**config.mk**
```make
export PLATFORM = sky130hd
export DESIGN_NAME = rr_arb_mux_flat
export DESIGN_NICKNAME = d
export VERILOG_FILES = /design/src/rtl/rr_arb_mux_if.sv /design/src/rtl/rr_arb_mux.sv /design/src/flat_wrapper.sv
export SDC_FILE = /design/constraint.sdc
export NUM_CORES = 1
export LEC_CHECK = 0
export BUFFER_PORTS_ARGS = -buffer_cell sky130_fd_sc_hd__clkbuf_2
export CAP_MARGIN = 20
export CELL_PAD_IN_SITES_DETAIL_PLACEMENT = 1
export CELL_PAD_IN_SITES_GLOBAL_PLACEMENT = 1
export CORE_ASPECT_RATIO = 0.8
export CORE_MARGIN = 5
export CORE_UTILIZATION = 36
export DETAILED_ROUTE_END_ITERATION = 8
export PLACE_DENSITY_LB_ADDON = 0.1
export SYNTH_ARGS = -nofsm -noshare
export SYNTH_HDL_FRONTEND = slang
export SYNTH_SLANG_ARGS = --single-unit
```
**constraint.sdc**
```tcl
create_clock -name clk -period 4.7 [get_ports clk]
set_clock_uncertainty 0.15 [all_clocks]
set_input_delay 0.47 -clock clk [delete_from_list [all_inputs] [get_ports clk]]
set_output_delay 0.47 -clock clk [all_outputs]
set_load 0.005 [all_outputs]
```
**src/rtl/rr_arb_mux_if.sv**
```systemverilog
// rtl/rr_arb_mux_if.sv - handshake bundle for the N-channel arbitrating mux
interface rr_arb_mux_if #(
  parameter int WIDTH = 32,
  parameter int N     = 6,
  parameter int SELW  = $clog2(N)
);
  logic                      rr_en;
  logic [N-1:0][WIDTH-1:0]   in_data;
  logic [N-1:0]              in_valid;
  logic [N-1:0]              in_ready;
  logic [WIDTH-1:0]          out_data;
  logic [SELW-1:0]           out_sel;
  logic                      out_valid;
  logic                      out_ready;

  // Sources and the downstream consumer drive this side
  modport master (
    output rr_en, in_data, in_valid, out_ready,
    input  in_ready, out_data, out_sel, out_valid
  );

  // The arbitrating mux itself
  modport slave (
    input  rr_en, in_data, in_valid, out_ready,
    output in_ready, out_data, out_sel, out_valid
  );
endinterface

```
**src/rtl/rr_arb_mux.sv**
```systemverilog
// rtl/rr_arb_mux.sv - N-channel round-robin/fixed-priority mux with registered output
module rr_arb_mux #(
  parameter int WIDTH = 32,
  parameter int N     = 6
) (
  input  logic        clk,
  input  logic        rst_n,
  rr_arb_mux_if.slave bus
);
  localparam int SELW = $clog2(N);

  logic [WIDTH-1:0] out_data_q;
  logic [SELW-1:0]  out_sel_q;
  logic             out_valid_q;
  logic [SELW-1:0]  ptr;

  logic [SELW-1:0]  gidx;
  logic             gany;
  logic             can_load;
  logic             xfer;
  logic [SELW-1:0]  ptr_nxt;
  logic [N-1:0]     rdy;

  // The output register may take a new word when empty or being drained this cycle
  assign can_load = !out_valid_q || bus.out_ready;
  assign xfer     = gany && can_load;
  // Pointer wraps at N rather than 2^SELW so non-power-of-two N stays in range
  assign ptr_nxt  = (gidx == SELW'(N - 1)) ? '0 : gidx + 1'b1;

  // Pick the winning channel: circular scan from ptr, or lowest index in fixed mode
  always_comb begin : grant_sel
    int c;
    logic [SELW-1:0] cand;
    gidx = '0;
    gany = 1'b0;
    c    = 0;
    cand = '0;
    if (bus.rr_en) begin
      for (int i = 0; i < N; i++) begin
        c = int'(ptr) + i;
        if (c >= N) c = c - N;
        cand = SELW'(c);
        if (!gany && bus.in_valid[cand]) begin
          gany = 1'b1;
          gidx = cand;
        end
      end
    end else begin
      for (int i = N - 1; i >= 0; i--) begin
        cand = SELW'(i);
        if (bus.in_valid[cand]) begin
          gany = 1'b1;
          gidx = cand;
        end
      end
    end
  end

  // One-hot ready to the winner only; held low throughout reset
  always_comb begin
    rdy = '0;
    if (rst_n && xfer) rdy[gidx] = 1'b1;
  end

  // Output register and round-robin pointer
  always_ff @(posedge clk or negedge rst_n) begin
    if (!rst_n) begin
      out_data_q  <= '0;
      out_sel_q   <= '0;
      out_valid_q <= 1'b0;
      ptr         <= '0;
    end else begin
      if (xfer) begin
        out_data_q  <= bus.in_data[gidx];
        out_sel_q   <= gidx;
        out_valid_q <= 1'b1;
        if (bus.rr_en) ptr <= ptr_nxt;
      end else if (bus.out_ready) begin
        out_valid_q <= 1'b0;
      end
    end
  end

  assign bus.in_ready  = rdy;
  assign bus.out_data  = out_data_q;
  assign bus.out_sel   = out_sel_q;
  assign bus.out_valid = out_valid_q;
endmodule

```
**src/flat_wrapper.sv**
```systemverilog
// flat-port wrapper written by rule: the top's interface ports become plain ports
module rr_arb_mux_flat 
#(
  parameter int WIDTH = 32,
  parameter int N     = 6
)
  (clk, rst_n, bus_rr_en, bus_in_data, bus_in_valid, bus_out_ready, bus_in_ready, bus_out_data, bus_out_sel, bus_out_valid);
  rr_arb_mux_if #(.WIDTH(WIDTH), .N(N)) bus_i ();
  input  logic clk;
  input  logic rst_n;
  input wire logic [$bits(bus_i.rr_en)-1:0] bus_rr_en;
  input wire logic [$bits(bus_i.in_data)-1:0] bus_in_data;
  input wire logic [$bits(bus_i.in_valid)-1:0] bus_in_valid;
  input wire logic [$bits(bus_i.out_ready)-1:0] bus_out_ready;
  output wire logic [$bits(bus_i.in_ready)-1:0] bus_in_ready;
  output wire logic [$bits(bus_i.out_data)-1:0] bus_out_data;
  output wire logic [$bits(bus_i.out_sel)-1:0] bus_out_sel;
  output wire logic [$bits(bus_i.out_valid)-1:0] bus_out_valid;
  assign bus_i.rr_en = bus_rr_en;
  assign bus_i.in_data = bus_in_data;
  assign bus_i.in_valid = bus_in_valid;
  assign bus_i.out_ready = bus_out_ready;
  assign bus_in_ready = bus_i.in_ready;
  assign bus_out_data = bus_i.out_data;
  assign bus_out_sel = bus_i.out_sel;
  assign bus_out_valid = bus_i.out_valid;
  rr_arb_mux #(.WIDTH(WIDTH), .N(N)) u_core (.clk(clk), .rst_n(rst_n), .bus(bus_i));
endmodule
```
==> summary.md <==
| Metric | Value |
|---|---|
| Clock Latency Late Sink | 0.29 ns |
| First-pass GRT wire length | 42700 um |
| Fin crit period | 4.42 ns |
| Area occupied by multi-input gates | 5040 um2 |
| Overall routing resource usage | 25.0% |
| Pwr/cell area | 728 nW/um2 |
| Max Cap Viol | 0 |
| Slowest cell on crit path | dfrtp_4 |
| Hold Crit Class | in2async |
| TritonCTS Buffers | 5 |
| Final Non-Filler Cells | 1242 |
| Root Driver | clkbuf_16 |
| DR DRC count | 0 |
| Post-synth ARST share | 100% |
| P_leak | 0.00383 uW |
| Clock power frac | 7.9% |
| RSZ-0062 raised after global routing | false |
| Port bufs | 243 |
| Synthesis Warnings | 0 |
| Vias | 7689 |
| Post-synth EDFFs | 0 |
| TNS Setup | 0 ns |
| Sw Ratio | 53.1% |
| Initial cell density of the core | 36.7% |
| Final wirelength | 27200 um |
| Crit path largest cell delay | 0.53 ns |
| H-Tree Depth | 2 |
| Setup violators final | 0 |
| Initial DRC Count | 336 |
| Antenna violations before repair | 3 |
| DR vias/cell | 6.19 |
| Fin nets | 1226 |
| Synth Flop Type | dfrtp_1 |
| CP max FO | 19 |
| Slew margin rel. | 44.0% |
| Syn nets | 1035 |
| GRT Residual Overflow | 0 |
| Part of the cycle the worst path needs | 94.0% |
| Vias in the first global route | 7903 |
| First-pass DRT Iterations | 4 |
| CTS Sinks | 39 |
| CP arrival | 3.80 ns |
| Layout area overhead | 25.7% |
| Outcome | finished clean |
| Routability congestion estimate | 0.892 |
| Comb pwr share | 80.6% |
| Internal power | 2730 uW |
| Pin count of the biggest net entering global routing | 71 |
| Placed Cells | 1231 |
| Row cnt | 43 |
| CORE AREA | 17400 um2 |
| # IOs | 244 |
| Sequential fraction of the synthesis area | 15.3% |
| Crit path cell chain | inv_1, ha_1, nor2b_1, o31a_1, o21a_1, or3_1, o41a_1, o21a_4, nor2_1, nand3_1, nor2b_1, clkbuf_2 |
| Hold Vio Cnt, Final | 0 |
| CTS tree | built |
| Count of final max-slew check failures | 0 |
| Clk pin slew, worst setup/hold paths | 0.07 ns |
| CP most frequent cell | nor2b_1 |
| Register area | 980 um2 |
| Area of the die | 20500 um2 |
| Share of layout cells above drive strength 1 | 29.3% |
| Mapped Cells | 823 |
| Worst Setup Path Type | reg2out |
| Post-DP HPWL | 19800 um |
| Fmax | 226 MHz |
| Synth Register Bits | 39 |
| Synthesized area | 6370 um2 |
| Mean post-synth cell area | 7.74 um2 |
| FILL cells | 2192 |
| Tightest Pin Transition | 0.840 ns |
| Clock Tree Buf Depth | 2 |
| Seq pwr share | 11.5% |
| P_sw | 3100 uW |
| Buf/Inv on CP | 2 |
| Crit path max-delay family | compound AO/OA/AOI/OAI gates |
| Worst setup SP type | flop |
| Die width | 159 um |
| Worst Path Required | 4.08 ns |
| Antenna-violating nets left | 0 |
| Max VDD drop | 0.401 mV |
| Routed WL per cell | 21.9 um |
| Post-synth cell types | 63 |
| CP Capture Type | primary output |
| Die height | 129 um |
==> kinds of logic (layout without fill, tap and decap cells) <==
logic type	Yosys count	in the layout	synth area share, %
AOI/OAI and AO/OA	334	334	36.0
and+or+nand+nor	192	192	15.2
muxes	151	151	24.0
buffers and inverters	92	284	6.83
DFF	39	39	15.3
adders and majority gates	10	10	1.96
xor gates and xnor gates	5	5	0.687
other	0	2	0
==> area by class of cell <==
| class | instances | share of cell area, % |
|---|---|---|
| flip-flops and latches | 39 | 12.2 |
| well taps | 225 | 3.51 |
| diodes | 2 | 0.0625 |
| multi-input cells | 692 | 62.9 |
| repair buffers | 269 | 18.6 |
| inverters | 7 | 0.328 |
| clock inverters | 2 | 0.750 |
| clock buffers | 6 | 1.61 |
==> cell usage after synthesis, types with 8 or more instances <==
cell type / instances / area [um2]
clkbuf_1: 62 / 233
ha_1: 10 / 125
o21ai_0: 50 / 250
nand4_1: 23 / 144
nor2_1: 17 / 63.8
o2111a_1: 9 / 101
nor2b_1: 11 / 68.8
nor3_1: 16 / 80.1
buf_6: 8 / 90.1
nand3_1: 30 / 150
o32a_1: 23 / 230
mux2i_1: 147 / 1470
a21boi_0: 17 / 128
dfrtp_1: 39 / 976
buf_2: 9 / 45.0
a21boi_1: 30 / 225
o2111ai_1: 9 / 78.8
o22ai_1: 71 / 444
a221oi_1: 25 / 219
a21oi_1: 61 / 305
nand2_1: 65 / 244
==> placed cells by master, fill, tap and decap left out, types with 3 or more instances in the layout <==
cell type,count
clkbuf_2,243
mux2i_1,147
o22ai_1,70
nand2_1,65
a21oi_1,61
o21ai_0,48
dfrtp_1,38
nand3_1,30
a21boi_1,30
a221oi_1,25
nand4_1,23
o32a_1,23
buf_4,18
nor2_1,17
a21boi_0,17
nor3_1,15
nor2b_1,10
ha_1,10
o2111ai_1,9
o2111a_1,9
inv_1,7
o21ai_1,7
buf_12,6
clkbuf_16,5
and2_1,4
nand2b_1,4
nand3b_1,3
nor4_1,3
or3_1,3
a31oi_1,3
o41ai_1,3
==> timing repair <==
action,4_1_cts,5_1_grt
buffers inserted,0,1
endpoints found under the setup margin,0,6
hold buffers,0,0
resized for setup,0,7
==> worst paths after layout <==
path / start / end / slack [ns] / cells past startpoint
max in group asynchronous: rst_n / u_core.bus.out_data[2] / 3.57 / 2
min reg2reg: u_core.bus.out_data[24] / u_core.bus.out_data[24] / 0.35 / 1
max reg2reg: u_core.ptr[0] / u_core.bus.out_data[14] / 0.57 / 12
min in group clk: u_core.bus.out_data[24] / u_core.bus.out_data[24] / 0.35 / 1
max: u_core.ptr[0] / bus_in_ready[0] / 0.28 / 12
min: rst_n / u_core.bus.out_valid / 0.03 / 1
==> power by group through the flow <==
| stage | Clock, uW | Sequential [uW] | Combinational (uW) |
|---|---|---|---|
| floorplan | 0 | 629 | 3340 |
| global placement | 0 | 679 | 4570 |
| detailed placement | 0 | 677 | 4620 |
| CTS | 469 | 676 | 4640 |
| global route | 482 | 682 | 5130 |
| finish | 463 | 668 | 4700 |
==> through the flow <==
stage / power [uW] / setup WS (ns) / util (%) / area (um2) / hold WS (ns)
after global placement: 5250 / 0.490 / 44.7 / 7780 / 0.334
after floorplan: 3970 / 0.569 / - / 6370 / 0.0244
after detailed placement: 5290 / 0.439 / 44.7 / 7780 / 0.340
final: 5830 / 0.283 / 46.1 / 8010 / 0.0344
after CTS: 5780 / 0.102 / 45.8 / 7970 / 0.0455
after global routing: 6300 / 0.0751 / 46.1 / 8010 / 0.0623
==> per-layer routing <==
| layer | part of all wire [%] | routed length, um | global-route usage (%) | vias up |
|---|---|---|---|---|
| met4 | 2.0 | 544 | 6.07 | 2 |
| met2 | 48 | 13000 | 42.9 | 250 |
| met1 | 44 | 12100 | 32.9 | 3757 |
| met3 | 5.6 | 1540 | 4.64 | 31 |
| met5 | 0.048 | 13 | 0 | - |
| li1 | - | - | - | 3649 |
==> flip-flops by register name (all words and copies together) (netlist names) <==
name / cells
u_core.bus.out_sel: 3
u_core.bus.out_valid: 1
u_core.ptr: 3
u_core.bus.out_data: 32
(Power assumes the default switching activity.)
